<file path="src/rtl/led_fade_if.sv">
// Connects the blink sequencer (master) to the LED fade/PWM output stage (slave).
// These signals carry levels, not transactions. There is no valid/ready pair:
// the output stage samples led_in, max_duty and fade_en on every sys_clk edge,
// and led_out/fading are registered levels that are valid on every cycle.
interface led_fade_if #(
  parameter int PWM_BITS = 8
);
  logic [2:0]          led_in;
  logic [PWM_BITS-1:0] max_duty;
  logic                fade_en;
  logic [2:0]          led_out;
  logic                fading;

  modport master (
    output led_in,
    output max_duty,
    output fade_en,
    input  led_out,
    input  fading
  );

  modport slave (
    input  led_in,
    input  max_duty,
    input  fade_en,
    output led_out,
    output fading
  );
endinterface

</file>
<file path="src/rtl/led_fade_pwm.sv">
// Three-channel LED output stage. It turns the active-low on/off pattern into a PWM
// drive, and each channel's duty ramps toward its target by one step per fade tick.
// A duty change takes effect only at a PWM period boundary, so no pulse is ever cut short.
module led_fade_pwm #(
  parameter int PWM_BITS = 8,
  parameter int FADE_DIV = 23437
) (
  input logic        sys_clk,
  input logic        sys_rst_n,
  led_fade_if.slave  bus
);

  localparam int DIV_W = (FADE_DIV > 1) ? $clog2(FADE_DIV) : 1;
  localparam logic [DIV_W-1:0]    DIV_LAST = DIV_W'(FADE_DIV - 1);
  // The period is 2^PWM_BITS-1 clocks, so the counter never reaches the full-scale value
  // and a duty of full scale keeps the channel lit.
  localparam logic [PWM_BITS-1:0] CNT_LAST = {{(PWM_BITS-1){1'b1}}, 1'b0};

  logic [PWM_BITS-1:0] pwm_cnt;
  logic [DIV_W-1:0]    div;
  logic                tick;
  logic                period_end;
  logic [PWM_BITS-1:0] duty        [3];
  logic [PWM_BITS-1:0] active_duty [3];
  logic [PWM_BITS-1:0] tgt         [3];
  logic                any_off;
  logic [2:0]          led_q;
  logic                fading_q;

  assign tick       = (div == DIV_LAST);
  assign period_end = (pwm_cnt == CNT_LAST);

  // Per-channel target from the current pattern, and whether any channel is still away from its target.
  always_comb begin
    any_off = 1'b0;
    for (int i = 0; i < 3; i++) begin
      tgt[i] = bus.led_in[i] ? '0 : bus.max_duty;
      if (duty[i] != tgt[i]) any_off = 1'b1;
    end
  end

  // PWM period counter: 0..2^PWM_BITS-2, then wraps.
  always_ff @(posedge sys_clk or negedge sys_rst_n) begin
    if (!sys_rst_n)      pwm_cnt <= '0;
    else if (period_end) pwm_cnt <= '0;
    else                 pwm_cnt <= pwm_cnt + 1'b1;
  end

  // Free-running fade divider. It keeps counting when fading is disabled, so tick phase stays steady.
  always_ff @(posedge sys_clk or negedge sys_rst_n) begin
    if (!sys_rst_n) div <= '0;
    else if (tick)  div <= '0;
    else            div <= div + 1'b1;
  end

  // Duty update: snap to target when fading is off, otherwise move one step per tick toward target.
  always_ff @(posedge sys_clk or negedge sys_rst_n) begin
    if (!sys_rst_n) begin
      for (int i = 0; i < 3; i++) duty[i] <= '0;
    end else begin
      for (int i = 0; i < 3; i++) begin
        if (!bus.fade_en)            duty[i] <= tgt[i];
        else if (tick) begin
          if (duty[i] < tgt[i])      duty[i] <= duty[i] + 1'b1;
          else if (duty[i] > tgt[i]) duty[i] <= duty[i] - 1'b1;
        end
      end
    end
  end

  // Latch duty into the compare register at the period boundary.
  // If a tick lands on the same edge, this captures the value from before the step.
  always_ff @(posedge sys_clk or negedge sys_rst_n) begin
    if (!sys_rst_n) begin
      for (int i = 0; i < 3; i++) active_duty[i] <= '0;
    end else if (period_end) begin
      for (int i = 0; i < 3; i++) active_duty[i] <= duty[i];
    end
  end

  // Registered active-low PWM compare, plus the registered fading flag.
  always_ff @(posedge sys_clk or negedge sys_rst_n) begin
    if (!sys_rst_n) begin
      led_q    <= 3'b111;
      fading_q <= 1'b0;
    end else begin
      for (int i = 0; i < 3; i++) led_q[i] <= ~(pwm_cnt < active_duty[i]);
      fading_q <= any_off;
    end
  end

  assign bus.led_out = led_q;
  assign bus.fading  = fading_q;

endmodule

</file>
<file path="src/flat_wrapper.sv">
// flat-port wrapper written by rule: the top's interface ports become plain ports
module led_fade_pwm_flat 
#(
  parameter int PWM_BITS = 8,
  parameter int FADE_DIV = 23437
)
  (sys_clk, sys_rst_n, bus_led_in, bus_max_duty, bus_fade_en, bus_led_out, bus_fading);
  led_fade_if #(.PWM_BITS(PWM_BITS)) bus_i ();
  input logic sys_clk;
  input logic sys_rst_n;
  input wire logic [$bits(bus_i.led_in)-1:0] bus_led_in;
  input wire logic [$bits(bus_i.max_duty)-1:0] bus_max_duty;
  input wire logic [$bits(bus_i.fade_en)-1:0] bus_fade_en;
  output wire logic [$bits(bus_i.led_out)-1:0] bus_led_out;
  output wire logic [$bits(bus_i.fading)-1:0] bus_fading;
  assign bus_i.led_in = bus_led_in;
  assign bus_i.max_duty = bus_max_duty;
  assign bus_i.fade_en = bus_fade_en;
  assign bus_led_out = bus_i.led_out;
  assign bus_fading = bus_i.fading;
  led_fade_pwm #(.PWM_BITS(PWM_BITS), .FADE_DIV(FADE_DIV)) u_core (.sys_clk(sys_clk), .sys_rst_n(sys_rst_n), .bus(bus_i));
endmodule
</file>
<file path="config.mk">
export PLATFORM = sky130hd
export DESIGN_NAME = led_fade_pwm_flat
export DESIGN_NICKNAME = d
export VERILOG_FILES = /design/src/rtl/led_fade_if.sv /design/src/rtl/led_fade_pwm.sv /design/src/flat_wrapper.sv
export SDC_FILE = /design/constraint.sdc
export NUM_CORES = 1
export LEC_CHECK = 0
export CAP_MARGIN = 20
export CORE_ASPECT_RATIO = 1.1
export CORE_MARGIN = 2
export CORE_UTILIZATION = 52
export DETAILED_ROUTE_END_ITERATION = 6
export PLACE_DENSITY = 0.8
export SYNTH_ARGS = -nofsm -noshare
export SYNTH_HDL_FRONTEND = slang
export SYNTH_SLANG_ARGS = --single-unit
</file>
<file path="constraint.sdc">
create_clock -name sys_clk -period 8.9 [get_ports sys_clk]
set_input_delay 1.78 -clock sys_clk [delete_from_list [all_inputs] [get_ports sys_clk]]
set_output_delay 1.78 -clock sys_clk [all_outputs]
set_load 0.005 [all_outputs]
</file>
; Word-level counts from Yosys, hierarchy flattened
; Index checks and enable logic that the tools add are counted.
[totals]
mem_bits_ro = 0
in_bits = 14
output_inout_bits = 4
memories = 0
ram_bits = 0
latch_bits = 0
regBits = 75
[classes]
muxes = 20
bitwise = 3
n_shift = 0
n_reduce_logical = 3
magnitude_cmp = 9
eq_ne = 9
div_mod_pow = 0
add_sub_neg = 8
mul = 0
[ops]
columns = cell, count
row1 = two-way mux 8 bit, 16
row2 = < comparator 8 bit, 6
row3 = "adder 8 x 1 -> 8 bit, second input constant", 4
row4 = greater-than comparator 8 bit, 3
row5 = inequality test 8 bit, 3
row6 = "subtractor 8 x 1 -> 8 bit, second input constant", 3
row7 = "adder 15 x 1 -> 15 bit, second input constant", 1
row8 = "== test 15 bit, second input constant", 1
row9 = two-way mux 15 bit, 1
row10 = "inequality test 3 x 1 -> 1 bit, second input constant", 3
row11 = "== test 8 bit, second input constant", 1
row12 = AND reduction 2 bit, 3
row13 = two-way mux 1 bit, 3
row14 = NOT 1 bit, 3
row15 = "inequality test 2 x 1 -> 1 bit, second input constant", 1

; Longest topological paths before layout
; Gate-level depths: netlist of run 1.
[depth]
word_depth = 6
depth_mapped = 15
ltp_nobuf = 15

; Least setup slack after synthesis of run 1
; No wires, ideal clock.
[synth_timing]
kind = input to register
start = input bus_led_in[2]
end = register u_core.duty[7] in the netlist's numbering
arrival_time_ps = 4611
setup_time_ps = 135
required_ps = 8765
path_slack_ps = 4154
path_buffers = 1
cell_stages = 15
path_cell_list = inv_1 clkbuf_1 nand2_1 ha_1 and3_1 a221o_1 a21o_1 ha_1 a21oi_1 o211ai_1 o41ai_1 xor2_1 o21a_1 o21ai_1 o21ai_0
[synth_between]
elab_chain_cells = 5
word_cells_on_any_way = 8
[synth_lines]
columns = element, line
row1 = "start, declared", flat_wrapper.sv:11  ; input wire logic [$bits(bus_i.led_in)-1:0] bus_led_in;
row2 = two-way mux 8 bit (*), led_fade_pwm.sv:37  ; tgt[i] = bus.led_in[i] ? '0 : bus.max_duty;
row3 = < comparator 8 bit, led_fade_pwm.sv:64  ; if (duty[i] < tgt[i]) duty[i] <= duty[i] + 1'b1;
row4 = two-way mux 8 bit, led_fade_pwm.sv:64
row5 = two-way mux 8 bit, led_fade_pwm.sv:63  ; else if (tick) begin
row6 = two-way mux 8 bit, led_fade_pwm.sv:62  ; if (!bus.fade_en) duty[i] <= tgt[i];
row7 = "end signal, assigned by index", led_fade_pwm.sv:62
row8 = "end, declared", led_fade_pwm.sv:23  ; logic [PWM_BITS-1:0] duty [3];
; Every way passes the cells marked *; elsewhere a longest branch is shown, timed or not. The select of a mux whose other input is x is not followed.
; A chain may end at the register's enable or synchronous reset.

; Worst setup path in the final report of run 1
; Ends and elaborated chain as after synthesis.

==> results of run 1 <==
## cell usage after synthesis (2+ instances only)
master      n  share of area (%)
a21boi_2    2               0.44
nor2b_1     7               0.86
a21oi_1    57                5.6
clkbuf_1   13               0.96
a21boi_0    3               0.44
dfstp_2     3                1.6
nand2_1    73                5.4
o221ai_1    2               0.35
nand3b_1    2               0.30
dfrtp_1    72                 36
a21o_1      6               0.89
nand3_1    19                1.9
mux2_2      5                1.1
nand2b_1    3               0.37
clkinv_1    2               0.15
ha_1       70                 17
o211ai_1    9                1.3
buf_6       3               0.67
xor2_1     14                2.4
or3_1       3               0.37
o21a_1      9                1.3
xnor2_1    19                3.3
a31o_1      2               0.35
nand4_1     7               0.86
and3_1      5               0.62
inv_1      36                2.7
nor3_1      3               0.30
o2111ai_1   2               0.35
mux2i_1    12                2.4
fa_1        3                1.2
nor2_1     35                2.6
o21ai_1     2               0.20
o22ai_1     2               0.25
o21ai_0    40                3.9
## critical path: cells and delay by family
kind                       cells  cell delay [ns]
AOI/OAI and AO/OA              8             1.74
buffers and inverters          2             0.69
adders and majority gates      2             0.63
and+or+nand+nor                2             0.30
xor gates and xnor gates       1             0.16
## metal layers
layer	vias up	GRT usage, %
met5	-	0
met4	0	9.39
met1	1943	27.4
met2	104	35.5
met3	25	3.12
li1	1964	-
## cell families after synthesis
group | share of synthesized area (%)
and+or+nand+nor | 14.7
AOI/OAI and AO/OA | 16.2
DFF | 37.1
adders and majority gates | 18.5
buffers and inverters | 4.44
xor gates and xnor gates | 5.70
muxes | 3.48
## through the flow
step / total power, mW / hold slack (ns) / util (%) / worst slack, ns / instance area, sq um
floorplan: 0.623 / 0.454 / - / 4.15 / 5070
global placement: 0.676 / 0.469 / 56.3 / 3.56 / 5320
detailed placement: 0.696 / 0.495 / 56.3 / 3.46 / 5320
CTS: 0.938 / 0.508 / 58.2 / 3.86 / 5500
global route: 0.995 / 0.532 / 58.2 / 3.57 / 5500
finish: 0.935 / 0.499 / 58.2 / 3.82 / 5500
## sequential cells by signal (all words and copies together) (netlist names)
| signal | cells |
|---|---|
| u_core.active_duty | 24 |
| u_core.duty | 24 |
| u_core.div | 15 |
| u_core.pwm_cnt | 8 |
| u_core.bus.led_out | 3 |
| u_core.bus.fading | 1 |
## power groups by stage
stage | Sequential [mW] | Clock, mW | Combinational, mW
floorplan | 0.371 | 0 | 0.251
global placement | 0.378 | 0 | 0.298
detailed placement | 0.379 | 0 | 0.317
CTS | 0.372 | 0.247 | 0.319
global route | 0.375 | 0.258 | 0.362
finish | 0.373 | 0.242 | 0.320
## final cells by class
class                      count  area (sq um)  area share, %
multi-input combinational    425          2970           54.0
timing repair buffer          19           183           3.32
sequential                    75          1880           34.2
clock buffer                  14           163           2.96
inverter                      38           143           2.60
clock inverter                 2          12.5          0.228
tap                          117           146           2.66
## worst paths after layout
path | endpoint | from | cells past startpoint
setup / recovery | u_core.duty[7] | bus_led_in[2] | 15
hold / removal | u_core.pwm_cnt[0] | u_core.pwm_cnt[0] | 1
setup reg to reg | u_core.duty[15] | u_core.duty[9] | 13
hold reg to reg | u_core.pwm_cnt[0] | u_core.pwm_cnt[0] | 1
max in group asynchronous | u_core.active_duty[0] | sys_rst_n | 1
min in group asynchronous | u_core.div[13] | sys_rst_n | 1
==> results.ini, run 1 <==
[logic_synthesis]
seq_area_frac_synth_pct = 37.1
ys.flop_type = dfrtp_1
synth_cell_type_count = 43
syn_area_per_cell_sq_um = 9.16
async_reset_ff_share_pct = 100
synthesis.nets = 641
synthCells = 554
syn_area_sq_um = 5070
synth-seq-cells = 75
synth_edf_count = 0
ys_warn_count = 0

[sta]
finalMaxSlewViolations = 0
max_freq_ghz = 0.197
setup_viol = 0
tns_ns = 0
max_slew.worst_pin.slew_ns = 0.949
finalCritPeriodShare_pct = 57.1
skew_ns = 0.0107
rsz0062_at_grt = false
slew_headroom_pct = 36.7
finalHoldViolCount = 0
finalCriticalPeriod_ns = 5.08

[grt]
grt_use_total_pct = 21.2
antenna_found_initial = 0
grt_max_degree = 76
grt.overflow.total = 0
grt_pass1_wl_mm = 18.2
grt_pass1_vias = 3970

[clocking]
clkSinkCount = 75
cts.htree.levels = 3
post_cts_buffers = 0
clk-insertion-delay-late_ns = 0.36
clkSlewWorstSetupHoldPaths_ns = 0.07
postCtsHoldBufs = 0
cts_tree = yes
root_buffer = clkbuf_8
clock_path_buffers = 2
cts_buffers = 9
cts_resized = 0

[die]
fp-row-count = 37
ioPinCount = 18
die_h_um = 108
die_x_um = 98.2
start_util_pct = 53.7
dieArea_sq_um = 10600
core_sq_um = 9440

[worst_setup_path]
worstPathArrival_ns = 5.31
crit_path_end_kind = register
crit_slowest_cell = clkdlybuf4s50_1
cp-start-kind = input port
crit_fanout = 12
required_ns = 9.13
slowest_delay_ns = 0.41
critical_path.cell_chain = clkdlybuf4s50_1, inv_1, nand2_1, ha_1, and3_1, a221o_1, a21o_1, ha_1, a21oi_1, o211ai_1, o41ai_1, xor2_1, o21a_1, o21ai_1, o21ai_0
r2r_slack_ns = 5.57
crit_top_cell = ha_1
path_class = in2reg

[finish]
syn_to_final_growth_pct = 8.36
antenna_cells = 0
fin_nets = 655
fin_cells = 690
final_common_cell = nand2_1
final_cell_mix = nand2_1, dfrtp_1, ha_1, a21oi_1, o21ai_0
layout-drive-gt1-share_pct = 5.41
fillCellCount = 828

[drt]
routed.top_layer = met4
wl_met3_um = 421
wirelength_mm = 10.6
met1_length_mm = 4.78
drcViolationCount = 0
drt_iter0_markers = 190
num_vias = 4036
wire_per_inst_um = 15.3
dr_wl_met2_mm = 5.09
avgViaCountPerCell = 5.85
antenna_left = 0
drtPass1Iterations = 5

[power_and_ir_drop]
pwr-share-seq_pct = 39.8
p_leak_nw = 2.46
comb_power_share_pct = 34.3
internal-power_mw = 0.613
clkPwrFrac_pct = 25.9
ir_worst_vdd_mv = 0.126
netSwitchingPower_mw = 0.322
sw_frac_of_total_pct = 34.5
power.density_nw_per_um2 = 170

[place]
dp.cells = 674
hpwl_mm = 7.88
io_buffers = 17
gp_congestion = 0.878

[status]
status = finished, final reports clean

[hold_path]
hold_path_class = reg2reg

[job]
cap_violations = 0

Note: power is estimated with default switching activity, not from simulation.
==> run 2: changes to the inputs <==
- clock period: 8.9 -> 5.16 ns (I/O delays scaled with it)
==> results.ini, run 2 (synthesis gave the netlist of run 1 again) <==
[status]
status = finished, final reports clean

[worst_setup_path]
path_class = in2reg
cp-start-kind = input port
crit_path_end_kind = register
crit_fanout = 10
required_ns = 5.44
worstPathArrival_ns = 4.58

[grt]
antenna_found_initial = 0
grt_max_degree = 76
grt_use_total_pct = 21.2
grt.overflow.total = 0
grt_pass1_wl_mm = 18.4
grt_pass1_vias = 4030

[die]
fp-row-count = 37
die_x_um = 98.2
core_sq_um = 9440
start_util_pct = 53.7
dieArea_sq_um = 10600
die_h_um = 108
ioPinCount = 18

[drt]
drt_iter0_markers = 234
avgViaCountPerCell = 5.77
drtPass1Iterations = 4
num_vias = 3978
wirelength_mm = 10.5
drcViolationCount = 0
wire_per_inst_um = 15.2
antenna_left = 0

[sta]
finalCritPeriodShare_pct = 83.4
max_slew.worst_pin.slew_ns = 0.957
rsz0062_at_grt = false
max_freq_ghz = 0.232
setup_viol = 0
slew_headroom_pct = 36.2
skew_ns = 0.0104
finalMaxSlewViolations = 0
finalCriticalPeriod_ns = 4.30
tns_ns = 0
finalHoldViolCount = 0

[finish]
antenna_cells = 0
final_common_cell = nand2_1
syn_to_final_growth_pct = 9.82
layout-drive-gt1-share_pct = 5.93
fin_cells = 690
fin_nets = 655
final_cell_mix = nand2_1, dfrtp_1, ha_1, a21oi_1, o21ai_0
reg.largest.list = u_core.active_duty: 24 flops, u_core.duty: 24 flops, u_core.div: 15 flops

[place]
hpwl_mm = 7.69
gp_congestion = 0.866
dp.cells = 674
io_buffers = 17

[clocking]
clock_path_buffers = 2
clkSinkCount = 75
cts_tree = yes
root_buffer = clkbuf_8
clkSlewWorstSetupHoldPaths_ns = 0.08
postCtsHoldBufs = 0
cts.htree.levels = 3
cts_buffers = 9
post_cts_buffers = 0
clk-insertion-delay-late_ns = 0.36
cts_resized = 0

[power_and_ir_drop]
ir_worst_vdd_mv = 0.228
p_leak_nw = 2.50
power.density_nw_per_um2 = 315

[job]
cap_violations = 0

[hold_path]
hold_path_class = reg2reg

-- run 2: cell type report --
| cell class | count | area, sq um |
|---|---|---|
| multi-input combinational | 425 | 2970 |
| inverter | 38 | 143 |
| clock inverter | 6 | 111 |
| timing repair buffer | 19 | 183 |
| clock buffer | 10 | 138 |
| tap | 117 | 146 |
| fill | 821 | 3870 |
| sequential | 75 | 1880 |
-- run 2: critical path, stage by stage --
cell and delay [ns]:
clkdlybuf4s50_1 0.48, clkinv_1 0.24, nand2_1 0.13, ha_1 0.24, nor2b_1 0.13, o211ai_1 0.19
a21o_1 0.14, nand2_1 0.23, ha_1 0.37, a21oi_1 0.20, o2111ai_1 0.19, a21o_1 0.21
a21oi_1 0.18, xor2_1 0.18, mux2_2 0.36, o221ai_1 0.08
-- run 2: routing by layer --
| layer | GRT usage [%] | wire (um) |
|---|---|---|
| met5 | 0 | 0 |
| met4 | 7.05 | 176 |
| met3 | 3.31 | 480 |
| met2 | 35.3 | 5020 |
| met1 | 28.5 | 4810 |
-- run 2: power breakdown --
group | switching [mW] | leakage, nW | total (mW) | internal (mW)
clock | 0.230 | 0.123 | 0.565 | 0.335
combinational | 0.302 | 1.41 | 0.550 | 0.248
sequential | 0.0337 | 0.964 | 0.642 | 0.608
-- run 2: path summary, 6_finish.rpt --
path / startpoint / endpoint / slack (ns) / cells past startpoint
max in group asynchronous: sys_rst_n / u_core.active_duty[0] / 3.73 / 1
max reg2reg: u_core.duty[17] / u_core.duty[23] / 1.83 / 13
min reg2reg: u_core.pwm_cnt[0] / u_core.pwm_cnt[0] / 0.50 / 1
min: u_core.pwm_cnt[0] / u_core.pwm_cnt[0] / 0.50 / 1
max: bus_led_in[0] / u_core.duty[23] / 0.86 / 16
min in group asynchronous: sys_rst_n / u_core.div[6] / 0.82 / 1
-- run 2: metrics by stage --
step	instance area, sq um	power [mW]	hold slack, ns	setup slack [ns]	utilization [%]
after CTS	5570	1.77	0.498	0.864	59.0
after detailed placement	5320	1.20	0.482	0.500	56.3
final	5570	1.76	0.502	0.858	59.0
after global routing	5570	1.87	0.523	0.511	59.0
after floorplan	5070	1.07	0.454	1.16	-
after global placement	5320	1.17	0.470	0.577	56.3
==> run 3: changes to the inputs <==
- PLACE_DENSITY: 0.8 -> 0.82
- clock period: 5.16 -> 3.5 ns (I/O delays scaled with it)
==> results.ini, run 3 (synthesis gave the netlist of run 1 again) <==
[die]
core_sq_um = 9440
fp-row-count = 37
ioPinCount = 18
die_h_um = 108
start_util_pct = 53.7
die_x_um = 98.2
dieArea_sq_um = 10600

[clocking]
clk-insertion-delay-late_ns = 0.36
cts.htree.levels = 3
clkSlewWorstSetupHoldPaths_ns = 0.08
clkSinkCount = 75
cts_buffers = 9
cts_tree = yes
clock_path_buffers = 2
root_buffer = clkbuf_8
postCtsHoldBufs = 0

[power_and_ir_drop]
ir_worst_vdd_mv = 0.478
comb_power_share_pct = 47.7
clkPwrFrac_pct = 21.4
pwr-share-seq_pct = 30.8
p_leak_nw = 3.00
netSwitchingPower_mw = 1.10
internal-power_mw = 2.05
power_mw = 3.15
sw_frac_of_total_pct = 35.0
power.density_nw_per_um2 = 482

[place]
place_ws_ns = -0.567
hpwl_mm = 8.67
dpl_cell_area_sq_um = 5800
dp.cells = 735
io_buffers = 17
gp_congestion = 0.868

[finish]
layout-drive-gt1-share_pct = 25.3
fin_nets = 738
antenna_cells = 0
syn_to_final_growth_pct = 28.9
final_cell_mix = buf_4, dfrtp_1, nand2_1, ha_1, a21oi_1
reg.largest.list = u_core.active_duty: 24 flops, u_core.duty: 24 flops, u_core.div: 15 flops
multi_input_area_sq_um = 3350
regArea_sq_um = 1880
fillCellCount = 626
fin_cells = 772
postLayoutCellArea_sq_um = 6540
final_common_cell = buf_4

[grt]
antenna_found_initial = 0
grt_pass1_vias = 4638
grt_pass1_wl_mm = 21.5
grt.overflow.total = 0
grt_use_total_pct = 25.5
grt_max_degree = 76

[worst_setup_path]
critical_path.cell_chain = clkdlybuf4s15_1, nand2_2, ha_4, and3_4, a221o_1, a21o_4, ha_4, a21oi_4, o211ai_1, o41ai_2, xor2_1, o21a_1, o21ai_1, o21ai_1
cp-start-kind = input port
worst-path-buf-inv = 1
crit_path_end_kind = register
path_class = in2reg
slowest_delay_ns = 0.42
crit_slowest_cell = o41ai_2
reg2reg_depth = 12
required_ns = 3.74
worstPathArrival_ns = 3.72
crit_fanout = 6
r2r_slack_ns = 0.14
path_delay_family = compound AO/OA/AOI/OAI gates
reg2reg_from = u_core.duty[1]
r2r-end = u_core.duty[7]

[drt]
antenna_left = 0
drcViolationCount = 0
wire_per_inst_um = 18.5
avgViaCountPerCell = 6.03
wirelength_mm = 14.3
drt_iter0_markers = 376
drtPass1Iterations = 5
num_vias = 4652

[sta]
skew_ns = 0.0119
finalMaxSlewViolations = 0
finalHoldViolCount = 0
max_slew.worst_pin.slew_ns = 0.978
finalCriticalPeriod_ns = 3.47
hold_slack_ns = 0.487
fin_ws_ns = 0.0294
max_freq_ghz = 0.288
finalCritPeriodShare_pct = 99.2
slew_headroom_pct = 34.8
setup_viol = 0

[hold_path]
hold_end = u_core.pwm_cnt[0]
hp-start = u_core.pwm_cnt[0]
holdPathStages = 1
hold_path_class = reg2reg

[status]
status = finished, final reports clean

[job]
cap_violations = 0

[run 3: changes by cell type in the layout (fill, tap and decap cells not counted), moves of 5 or more]
cell	change
nand2_2	+5
a21oi_2	+9
a21oi_1	-11
dlymetal6s2s_1	+8
ha_1	-18
nand2_1	-7
buf_4	+82
ha_4	+18
clkdlybuf4s50_1	-11
[run 3: repair_timing]
action | 4_1_cts | 5_1_grt
resized for setup | 28 | 45
setup buffers | 11 | 11
setup endpoints to repair | 6 | 11
pin swaps | 15 | 27
[run 3: layout make-up]
class	instances	share of cell area, %
well taps	117	2.24
clock buffers	10	2.10
flip-flops and latches	75	28.8
clock inverters	5	0.823
inverters	38	2.20
multi-input cells	425	51.2
repair buffers	102	12.7
[run 3: worst max-delay path by stage]
stage                    start              end  slack, ns  cells past startpoint
2_1_floorplan    bus_led_in[2]   u_core.duty[7]      0.006                     15
3_3_place_gp     bus_led_in[2]   u_core.duty[7]      -0.44                     15
3_5_place_dp     bus_led_in[0]  u_core.duty[23]      -0.57                     16
4_1_cts          bus_led_in[1]  u_core.duty[15]      -0.02                     16
5_1_grt        bus_max_duty[1]   u_core.duty[7]      -0.07                     14
6_report       bus_max_duty[1]   u_core.duty[7]       0.03                     14
[run 3: layer usage]
metal  track usage (%)  up-vias  share of wire [%]
met2              44.0      214                 50
li1                  -     2127                  -
met3              3.77       74                6.3
met1              30.0     2237                 39
met5                 0        -                  0
met4              15.7        0                5.6
[run 3: through the flow]
step	setup TNS (ns)	util [%]
after detailed placement	-4.90	61.4
after global routing	-0.200	69.3
final	0	69.3
after floorplan	0	-
after CTS	-0.0153	65.8
after global placement	-3.09	61.4
[run 3: power groups by stage]
stage	Clock (mW)	Combinational, mW	Sequential, mW
2_1_floorplan	0	0.644	0.944
3_3_place_gp	0	1.01	0.964
3_5_place_dp	0	1.07	0.967
4_1_cts	0.678	1.23	0.958
5_1_grt	0.709	1.62	0.973
6_report	0.675	1.51	0.972
[run 3: worst reg2reg max path: cells and delay by family, from the launching register on]
family | cells | cell delay, ns
AOI/OAI and AO/OA | 8 | 1.84
xor gates and xnor gates | 1 | 0.16
adders and majority gates | 2 | 0.50
DFF | 1 | 0.56
and+or+nand+nor | 1 | 0.18
